<file path="config.mk">
export PLATFORM = sky130hd
export DESIGN_NAME = pwm_ramp_sequencer
export DESIGN_NICKNAME = d
export VERILOG_FILES = /design/src/rtl/pwm_ramp_sequencer.sv
export SDC_FILE = /design/constraint.sdc
export NUM_CORES = 1
export LEC_CHECK = 0
export BUFFER_PORTS_ARGS = -buffer_cell sky130_fd_sc_hd__buf_2
export CAP_MARGIN = 40
export CORE_MARGIN = 4
export CORE_UTILIZATION = 40
export CTS_BUF_LIST = sky130_fd_sc_hd__clkbuf_8 sky130_fd_sc_hd__clkbuf_16
export CTS_CLUSTER_DIAMETER = 50
export CTS_CLUSTER_SIZE = 8
export DETAILED_ROUTE_END_ITERATION = 12
export GPL_ROUTABILITY_DRIVEN = 0
export PLACE_DENSITY = 0.61
export SETUP_SLACK_MARGIN = 0.1
export SLEW_MARGIN = 0
export SYNTH_ARGS = -nofsm -noshare
export SYNTH_HDL_FRONTEND = slang
export SYNTH_SLANG_ARGS = --single-unit
</file>
<file path="constraint.sdc">
create_clock -name clk -period 4.6 [get_ports clk]
set_input_delay 0.23 -clock clk [delete_from_list [all_inputs] [get_ports clk]]
set_output_delay 0.23 -clock clk [all_outputs]
set_load 0.02 [all_outputs]
</file>
<file path="src/rtl/pwm_ramp_sequencer.sv">
// pwm_ramp_sequencer
// Walks the PWM duty toward a commanded target, one step per (dwell+1)
// PWM periods, and owns the PWM resolution setting. The resolution only
// changes at command accept, because the PWM restarts its counter whenever
// bits changes; a change of resolution also restarts the ramp from zero.
`timescale 1ns/1ps

module pwm_ramp_sequencer #(
    parameter int DW      = 8,
    parameter int BW      = 3,
    parameter int DWELL_W = 4
) (
    input  logic               clk,
    input  logic               rst,
    input  logic               cfg_valid,
    output logic               cfg_ready,
    input  logic [DW-1:0]      cfg_target,
    input  logic [DW-1:0]      cfg_step,
    input  logic [BW-1:0]      cfg_bits,
    input  logic [DWELL_W-1:0] cfg_dwell,
    input  logic               abort,
    input  logic               period_end,
    output logic [DW-1:0]      duty_out,
    output logic [BW-1:0]      bits_out,
    output logic               busy,
    output logic               done
);

    typedef enum logic [1:0] {
        ST_IDLE  = 2'd0,
        ST_DWELL = 2'd1,
        ST_STEP  = 2'd2,
        ST_DONE  = 2'd3
    } state_t;

    state_t               state_r;
    state_t               state_s;
    logic [DW-1:0]        tgt_r;
    logic [DW-1:0]        step_r;
    logic [DWELL_W-1:0]   dwell_r;
    logic [DWELL_W-1:0]   dwell_cnt_r;

    logic                 cfg_ready_s;
    logic                 accept_s;
    logic [DW:0]          full_scale_s;
    logic [DW-1:0]        acc_tgt_s;
    logic [DW-1:0]        acc_duty_s;
    logic [DW:0]          sum_s;
    logic [DW-1:0]        room_s;
    logic [DW-1:0]        step_duty_s;

    // Handshake: ready only in IDLE, never during reset, and abort vetoes it.
    always_comb begin
        cfg_ready_s = (state_r == ST_IDLE) && !rst && !abort;
        accept_s    = cfg_valid && cfg_ready_s;
    end

    // Accept-time values: target clamped to 2**bits (compared one bit wider),
    // and the starting duty (zero when resolution changes).
    always_comb begin
        full_scale_s = {{DW{1'b0}}, 1'b1} << cfg_bits;
        if ({1'b0, cfg_target} < full_scale_s) begin
            acc_tgt_s = cfg_target;
        end else begin
            acc_tgt_s = full_scale_s[DW-1:0];
        end
        if (cfg_bits != bits_out) begin
            acc_duty_s = {DW{1'b0}};
        end else begin
            acc_duty_s = duty_out;
        end
    end

    // Next duty for a STEP cycle: saturating move toward target, never past it.
    always_comb begin
        sum_s  = {1'b0, duty_out} + {1'b0, step_r};
        room_s = duty_out - tgt_r;
        if (step_r == {DW{1'b0}}) begin
            step_duty_s = tgt_r;
        end else if (duty_out < tgt_r) begin
            if (sum_s >= {1'b0, tgt_r}) begin
                step_duty_s = tgt_r;
            end else begin
                step_duty_s = sum_s[DW-1:0];
            end
        end else begin
            if (step_r >= room_s) begin
                step_duty_s = tgt_r;
            end else begin
                step_duty_s = duty_out - step_r;
            end
        end
    end

    // FSM state register.
    always_ff @(posedge clk) begin
        if (rst) begin
            state_r <= ST_IDLE;
        end else begin
            state_r <= state_s;
        end
    end

    // FSM next-state logic; abort always wins over period_end and accept.
    always_comb begin
        state_s = state_r;
        case (state_r)
            ST_IDLE: begin
                if (accept_s) begin
                    if (acc_duty_s == acc_tgt_s) begin
                        state_s = ST_DONE;
                    end else begin
                        state_s = ST_DWELL;
                    end
                end else begin
                    state_s = ST_IDLE;
                end
            end
            ST_DWELL: begin
                if (abort) begin
                    state_s = ST_IDLE;
                end else if (period_end && (dwell_cnt_r == dwell_r)) begin
                    state_s = ST_STEP;
                end else begin
                    state_s = ST_DWELL;
                end
            end
            ST_STEP: begin
                if (abort) begin
                    state_s = ST_IDLE;
                end else if (step_duty_s == tgt_r) begin
                    state_s = ST_DONE;
                end else begin
                    state_s = ST_DWELL;
                end
            end
            ST_DONE: begin
                state_s = ST_IDLE;
            end
            default: begin
                state_s = ST_IDLE;
            end
        endcase
    end

    // Datapath registers: command latch, dwell counter, duty and resolution.
    always_ff @(posedge clk) begin
        if (rst) begin
            tgt_r       <= {DW{1'b0}};
            step_r      <= {DW{1'b0}};
            dwell_r     <= {DWELL_W{1'b0}};
            dwell_cnt_r <= {DWELL_W{1'b0}};
            duty_out    <= {DW{1'b0}};
            bits_out    <= {BW{1'b0}};
        end else begin
            case (state_r)
                ST_IDLE: begin
                    if (accept_s) begin
                        tgt_r       <= acc_tgt_s;
                        step_r      <= cfg_step;
                        dwell_r     <= cfg_dwell;
                        dwell_cnt_r <= {DWELL_W{1'b0}};
                        duty_out    <= acc_duty_s;
                        bits_out    <= cfg_bits;
                    end
                end
                ST_DWELL: begin
                    if (!abort && period_end) begin
                        if (dwell_cnt_r == dwell_r) begin
                            dwell_cnt_r <= {DWELL_W{1'b0}};
                        end else begin
                            dwell_cnt_r <= dwell_cnt_r + {{(DWELL_W-1){1'b0}}, 1'b1};
                        end
                    end
                end
                ST_STEP: begin
                    if (!abort) begin
                        duty_out <= step_duty_s;
                    end
                end
                default: begin
                end
            endcase
        end
    end

    // Status outputs decoded from the state register.
    always_comb begin
        cfg_ready = cfg_ready_s;
        busy      = (state_r == ST_DWELL) || (state_r == ST_STEP);
        done      = (state_r == ST_DONE);
    end

endmodule

</file>
* Word level (Yosys, flattened, before mapping) *
Index checks and enable logic that the tools add are counted.

word-level totals
  bits in registers = 37
  bits of input ports = 28
  output and inout port bits = 14
  logic and storage cells = 61

operators by class
  add/subtract/negate cells = 4
  order comparisons = 4
  equality and inequality tests = 10
  shifts and indexed selects = 1
  mux-type cells = 20
  reductions and logical operators = 15

operators with widths
  cell                 count
  $mux 8               8
  $eq 8x8->1           2
  $pmux 8 s2           1
  $sub 8x8->8          2
  $mux 2               6
  $mux 4               3
  $add 8x8->9          1
  $ge 9x8->1           1
  $lt 8x9->1           1
  $shl 1x3->9 const A  1
  $ge 8x8->1           1
  $logic_not 8->1      1
  $lt 8x8->1           1
  $pmux 2 s4           1
  $pmux 4 s2           1
  $ne 2x2->1 const B   3
  $reduce_and 3->1     2
  $logic_and 1x1->1    5
  $add 4x1->4 const B  1
  $eq 2x2->1 const B   2
  $eq 4x4->1           1
  $reduce_bool 2->1    2
  $ne 3x3->1           1
  $eq 2x1->1 const B   1
  other kinds (4)      5

* Depth between registers and ports, before layout *
Gate-level depths: netlist of the first run.

  depth after elaboration = 9
  mapped depth = 19
  mapped depth without buffers = 19

* Worst setup path after synthesis of the first run *
OpenSTA, ideal clock, no wires.

  kind = register to register
  start point = register duty_out[1]
  end point = register state_r[1]
  setup time = 0.126 ns
  arrival = 3.931 ns
  data required time = 4.474 ns
  path slack = 0.544 ns
  stages on the path, launching flop included = 15
  path buffers = 0
  period minus slack after synthesis = 4.056 ns
  cell sequence = dfxtp_1 -> ha_1 -> nand2b_1 -> a221o_1 -> a21oi_1 -> nor2_1 -> xnor2_1 -> ha_1 -> and3_1 -> a2111oi_0 -> o32ai_2 -> o32a_1 -> a2bb2oi_1 -> nand4_1 -> o211ai_2

on the way
  word-level cells in the longest chain between the ends = 9
  elaborated cells on any way between the ends = 18
  classes of those cells = add/sub (3); order compare (3); eq/ne (2); mux (10)

RTL lines
  what                                        RTL line  text
  start: declaration                          23        output logic [DW-1:0] duty_out,
  start signal: assignment                    153       duty_out <= {DW{1'b0}};
  start signal: assignment                    163       duty_out <= acc_duty_s;
  start signal: assignment                    178       duty_out <= step_duty_s;
  $add 8x8->9 or $sub 8x8->8 (tied branches)  76, 77
  $ge 9x8->1 or $ge 8x8->1 (tied branches)    81, 87
  $mux 8, on equally long branches            81, 87
  $mux 8                                      80        end else if (duty_out < tgt_r) begin
  $mux 8                                      78        if (step_r == {DW{1'b0}}) begin
  $eq 8x8->1                                  131       end else if (step_duty_s == tgt_r) begin
  $mux 2                                      131
  $mux 2                                      129       if (abort) begin
  $pmux 2 s4 *                                107       case (state_r)
  end signal: assignment                      100       state_r <= state_s;
  end: declaration                            36        state_t state_r;

Mark *: on every way between the ends. The rest lies on a longest branch, timed or not.
A chain may end at the register's enable or synchronous reset.

* Worst setup path after layout of the first run *
  start point = register duty_out[2]
  end point = register duty_out[1]

on the way
  word-level cells in the longest chain between the ends = 7
  elaborated cells on any way between the ends = 11
  classes of those cells = add/sub (2); order compare (3); mux (6)

RTL lines
  what                                        RTL line  text
  $add 8x8->9 or $sub 8x8->8 (tied branches)  76, 77
  $ge 9x8->1 or $ge 8x8->1 (tied branches)    81, 87
  $mux 8, on equally long branches            81, 87
  $mux 8 *                                    80
  $mux 8 *                                    78
  $mux 8 *                                    177       if (!abort) begin
  $pmux 8 s2 *                                156       case (state_r)

Mark *: on every way between the ends. The rest lies on a longest branch, timed or not. The select of a mux whose other input is x is not followed.

==> impl_metrics.tcl, run 1 <==
set metrics [dict create \
    status "complete, no violations" \
    start_util_pct 41.4 \
    end_kind "flop" \
    grt_pass1_wl_mm 20.2 \
    switching_share_pct 37.1 \
    fin_setup_tns_ns 0 \
    min_path_type "input pin to flop" \
    final_util_pct 46.1 \
    fin_skew_ns 0.0119 \
    synthArstFlopShare_pct 0 \
    crit_slowest_cell "dfxtp_1" \
    synthFlopType "dfxtp_1" \
    areaGrowthSynthToFinish_pct 11.4 \
    wl_mm 12.2 \
    syn_inst 545 \
    fmax_ghz 0.242 \
    die_h_um 109 \
    finalCritPeriodShare_pct 89.8 \
    nets 664 \
    yosysSeqAreaShare_pct 18.2 \
    clk_root_buffer_cell "clkbuf_8" \
    path_cells "ha_1 > nand2b_1 > a2111oi_2 > nor2_1 > xnor2_1 > inv_1 > ha_1 > or2_2 > a21oi_1 > o32ai_2 > o21ai_0 > nor2_1 > o31ai_1 > nor2b_1" \
    top_layer "met4" \
    slowest_delay_ns 0.57 \
    io_buffers 41 \
    grt_pass1_vias 3980 \
    dp_slack_ns 0.130 \
    finalHoldViolCount 0 \
    p_leak_nw 1.88 \
    fin_area_sq_um 4530 \
    clock_sinks 37 \
    fin_ws_ns 0.468 \
    drtPass1Iterations 4 \
    cp-start-kind "flop" \
    antenna_found_initial 0 \
    synth_common_cells "nand2_1, a21oi_1, ha_1, inv_1, dfxtp_1" \
    setup_viol 0 \
    final_max_slew_viol_count 0 \
    clkPwrFrac_pct 24.8 \
    chipWidth_um 109 \
    p_int_mw 0.596 \
    dpl_cell_area_sq_um 4430 \
    post-synth-top-count-cell "nand2_1" \
    viasPerCell 5.81 \
    reg2reg_from "duty_out[2]" \
    dpl.hpwl_mm 9.86 \
    max_slew.worst_pin.slew_ns 0.841 \
    synth_nets 628 \
    dieArea_sq_um 11800 \
    syn_area_per_cell_sq_um 7.46 \
    post_cts_buffers 0 \
    syn_area_sq_um 4070 \
    cts_tree "yes" \
    grt_util_all_layers_pct 21.5 \
    clk_latency_ns 0.30 \
    pwr-share-comb_pct 39.3 \
    grt_start_max_net_pins 39 \
    drive_gt1_share_pct 13.1 \
    clockBufferDepth 2 \
    io_pins 42 \
    drc 0 \
    p_per_area_nw_per_um2 209 \
    met3WireLength_um 524 \
    cts_buffers 5 \
    p_sw_mw 0.352 \
    antenna_left 0 \
    drv_cap 0 \
    critPathMaxFanout 10 \
    coreArea_sq_um 9820 \
    num_antenna_cells 0 \
    post_drt_wl_per_cell_um 17.1 \
    routedLengthMet1_mm 5.78 \
    synthTopCellsByArea "dfxtp_1, ha_1, a21oi_1" \
    grt_setup_unrepaired "false" \
    holdWs_ns 0.166 \
    seq_power_share_pct 35.9 \
    yosysUniqueCellTypes 59 \
    grt.overflow.total 0 \
    synth_area_leader_cell "dfxtp_1" \
    crit_arrival_ns 4.37 \
    slew_headroom_pct 42.5 \
    holdCritStartpoint "cfg_step[4]" \
    ctsHoldBuffers 0 \
    dr_wl_met2_mm 5.69 \
    drtIter0Drc 223 \
    synth_top_area_share_pct 18.2 \
    cp-startpoint "duty_out[2]" \
    synth-edff-count 0 \
    vias 4147 \
    min_period_ns 4.13 \
    ir_drop_mv 0.124 \
    clk_pin_slew_ns 0.08 \
    critical_path_class "flop to flop" \
    nFillCells 1058 \
    cp.required_ns 4.84 \
    ys_ff_latch 37 \
    ys_warn_count 0 \
    cts.repair.resized 0 \
    row_count 36 \
    htreeDepth 2 \
]
==> power by group through the flow <==
stage          clock [mW]  sequential (mW)  combinational (mW)
3_3_place_gp            0            0.348               0.358
2_1_floorplan           0            0.344               0.267
5_1_grt             0.259            0.342               0.415
6_report            0.235            0.340               0.372
3_5_place_dp            0            0.348               0.363
4_1_cts             0.244            0.340               0.365
==> stage by stage <==
| step | cells | power, mW |
|---|---|---|
| 2_1_floorplan | 545 | 0.611 |
| 3_3_place_gp | 707 | 0.706 |
| 3_5_place_dp | 707 | 0.711 |
| 4_1_cts | 714 | 0.950 |
| 5_1_grt | 714 | 1.02 |
| 6_report | 714 | 0.947 |
==> layout make-up <==
type	count	area [sq um]	area share [%]
clock buffers	6	82.6	1.82
clock inverters	1	3.75	0.0828
inverters	41	154	3.40
multi-input cells	444	3100	68.3
flip-flops and latches	37	741	16.3
well taps	133	166	3.67
repair buffers	52	288	6.35
==> final timing paths <==
kind	endpoint	slack, ns	depth (start not counted)
worst max register to register	duty_out[1]	0.47	14
worst max-delay path	duty_out[1]	0.47	14
worst min-delay path	step_r[4]	0.17	3
worst min register to register	dwell_r[0]	0.47	2
==> layer usage <==
metal / GRT usage (%) / up-vias
li1: - / 2055
met4: 7.12 / 0
met3: 3.26 / 16
met5: 0 / -
met2: 35.2 / 107
met1: 28.8 / 1969
==> layout by cell type, fill, tap and decap left out, drive strengths merged, types with 11 or more instances in the layout <==
cell type,synthesis,final
or3,11,11
buf,3,52
xor2,14,14
nor2,34,34
nor3,16,16
inv,41,42
nand2,60,60
xnor2,15,15
o21ai,30,30
a21oi,58,58
ha,52,52
dfxtp,37,37
==> registers in the layout, summed over array words and instances (netlist names) <==
| signal | count |
|---|---|
| bits_out | 3 |
| duty_out | 8 |
| dwell_cnt_r | 4 |
| dwell_r | 4 |
| state_r | 2 |
| step_r | 8 |
| tgt_r | 8 |
==> critical path: cells and delay by family, from the launching register on <==
kind | cells | cell delay, ns
AOI/OAI and AO/OA | 5 | 1.58
and+or+nand+nor | 5 | 0.91
adders and majority gates | 2 | 0.69
DFF | 1 | 0.57
xor gates and xnor gates | 1 | 0.24
buffers and inverters | 1 | 0.09
==> cell families after synthesis <==
logic type,Yosys count,synth area share [%]
AOI/OAI and AO/OA,167,27.3
xor gates and xnor gates,29,6.25
adders and majority gates,55,17.5
buffers and inverters,64,5.91
DFF,37,18.2
muxes,8,2.19
and+or+nand+nor,185,22.6
Note: power is estimated with default switching activity, not from simulation.
==> run 2, diff against run 1 <==
--- a/config.mk
+++ b/config.mk
@@ -8,13 +8,13 @@
 export BUFFER_PORTS_ARGS = -buffer_cell sky130_fd_sc_hd__buf_2
 export CAP_MARGIN = 40
 export CORE_MARGIN = 4
-export CORE_UTILIZATION = 40
+export CORE_UTILIZATION = 30
 export CTS_BUF_LIST = sky130_fd_sc_hd__clkbuf_8 sky130_fd_sc_hd__clkbuf_16
 export CTS_CLUSTER_DIAMETER = 50
 export CTS_CLUSTER_SIZE = 8
 export DETAILED_ROUTE_END_ITERATION = 12
 export GPL_ROUTABILITY_DRIVEN = 0
-export PLACE_DENSITY = 0.61
+export PLACE_DENSITY = 0.49
 export SETUP_SLACK_MARGIN = 0.1
 export SLEW_MARGIN = 0
 export SYNTH_ARGS = -nofsm -noshare
==> run 2 against run 1 <==
Net effect:
- wire length grew 6.4%
- largest cell class unchanged
- sequential cell count is the same
- total power up 15%
- highest routed layer unchanged
- register-to-register slack improved by 0.05 ns
- clock power is 56% higher
- sequential share of layout area shrank 0.55 points
- combinational power grew 3%
==> impl_metrics.tcl, run 2 (synthesized netlist as in run 1, its figures left out) <==
set metrics [dict create \
    viasPerCell 5.46 \
    hold_depth 3 \
    max_slew.worst_pin.slew_ns 0.835 \
    seq_power_share_pct 31.2 \
    grt_util_all_layers_pct 16.6 \
    p_leak_nw 1.95 \
    min_period_ns 4.08 \
    clkPwrFrac_pct 33.6 \
    reg2reg_from "step_r[1]" \
    p_per_area_nw_per_um2 232 \
    ctsHoldBuffers 0 \
    coreArea_sq_um 13200 \
    finalCritPeriodShare_pct 88.7 \
    cts_tree "yes" \
    p_int_mw 0.711 \
    dieArea_sq_um 15500 \
    grt.overflow.total 0 \
    crit_arrival_ns 4.24 \
    io_pins 42 \
    reg.largest.list "duty_out: 8 flops, step_r: 8 flops, tgt_r: 8 flops" \
    drive_gt1_share_pct 14.1 \
    end_kind "flop" \
    r2r-end "state_r[1]" \
    areaGrowthSynthToFinish_pct 15.5 \
    clock_sinks 37 \
    grt_setup_unrepaired "false" \
    post_drt_wl_per_cell_um 17.0 \
    io_buffers 41 \
    min_path_type "input pin to flop" \
    drtIter0Drc 265 \
    cp-start-kind "flop" \
    critical_path_class "flop to flop" \
    start_util_pct 30.7 \
    fin_skew_ns 0.00238 \
    slew_headroom_pct 42.9 \
    grt_pass1_wl_mm 21.3 \
    worst-r2r-setup-slack_ns 0.52 \
    cp.required_ns 4.76 \
    clk_root_buffer_cell "clkbuf_16" \
    drc 0 \
    finalHoldViolCount 0 \
    p_sw_mw 0.378 \
    antenna_left 0 \
    fin_setup_tns_ns 0 \
    r2r_cells 15 \
    clk_latency_ns 0.28 \
    holdCritStartpoint "cfg_dwell[0]" \
    clk_pin_slew_ns 0.06 \
    die_h_um 124 \
    final_cell_mix "nand2_1, a21oi_1, ha_1, buf_2, inv_1" \
    pwr-share-comb_pct 35.2 \
    setup_viol 0 \
    vias 4164 \
    ir_drop_mv 0.145 \
    dpl.hpwl_mm 10.4 \
    nets 669 \
    num_antenna_cells 0 \
    status "complete, no violations" \
    hold_end "dwell_r[0]" \
    final_max_slew_viol_count 0 \
    drtPass1Iterations 5 \
    cts_buffers 5 \
    switching_share_pct 34.7 \
    grt_start_max_net_pins 39 \
    chipWidth_um 124 \
    nFillCells 1468 \
    wl_mm 13.0 \
    critPathMaxFanout 10 \
    mostFrequentLayoutCell "nand2_1" \
    row_count 42 \
    holdWs_ns 0.182 \
    grt_pass1_vias 4124 \
    antenna_found_initial 0 \
    clockBufferDepth 2 \
    drv_cap 0 \
    htreeDepth 2 \
    fmax_ghz 0.245 \
]
## run 2: power groups by stage
stage                     Combinational [mW]  Sequential (mW)  Clock, mW
after floorplan                        0.267            0.344          0
after global routing                   0.427            0.341      0.389
after global placement                 0.366            0.347          0
after CTS                              0.372            0.340      0.376
after detailed placement               0.370            0.347          0
final                                  0.383            0.340      0.366
## run 2: layout make-up
cell class / count / area [sq um] / share of cell area [%]
Timing Repair Buffer: 57 / 328 / 6.98
Clock inverter: 1 / 5.00 / 0.107
Clock buffer: 7 / 153 / 3.25
Tap cell: 176 / 220 / 4.69
Inverter: 41 / 154 / 3.28
Sequential cell: 37 / 742 / 15.8
Multi-Input combinational cell: 444 / 3100 / 65.9
## run 2: worst max-delay path, stage by stage, from the launching register on
cell	delay, ns
dfxtp_1	0.45
inv_1	0.12
ha_1	0.32
nand2b_1	0.17
a221o_1	0.35
a21oi_1	0.20
nor2_1	0.07
xnor2_1	0.22
ha_1	0.30
and3_1	0.19
a2111oi_2	0.47
o32ai_2	0.29
o32a_1	0.43
a2bb2oi_1	0.15
nand4_1	0.13
o211ai_2	0.10
## run 2: worst max path at each step
stage,to,from
4_1_cts,state_r[1],duty_out[2]
5_1_grt,duty_out[1],step_r[1]
3_5_place_dp,state_r[1],duty_out[2]
6_report,state_r[1],step_r[1]
2_1_floorplan,state_r[1],duty_out[1]
3_3_place_gp,state_r[1],duty_out[2]
## run 2: per-layer routing
metal	part of all wire [%]	vias up	global-route usage [%]
li1	-	2067	-
met1	48	1970	22.6
met2	46	111	28.0
met3	4.9	16	2.27
met4	1.3	0	3.42
met5	0	-	0
## run 2: through the flow
| step | util, % | cells | instance area (sq um) | setup WS, ns | total power [mW] |
|---|---|---|---|---|---|
| final | 35.5 | 763 | 4700 | 0.518 | 1.09 |
| after global routing | 35.5 | 763 | 4700 | 0.139 | 1.16 |
| after CTS | 35.3 | 762 | 4670 | 0.105 | 1.09 |
| after detailed placement | 34.1 | 754 | 4510 | 0.108 | 0.717 |
| after global placement | 34.1 | 753 | 4510 | 0.260 | 0.713 |
| after floorplan | - | 545 | 4070 | 0.544 | 0.611 |
## run 2: repair_timing
action / in CTS / in global routing
setup endpoints to repair: 0 / 9
resized for setup: 0 / 4
buffers inserted: 0 / 0
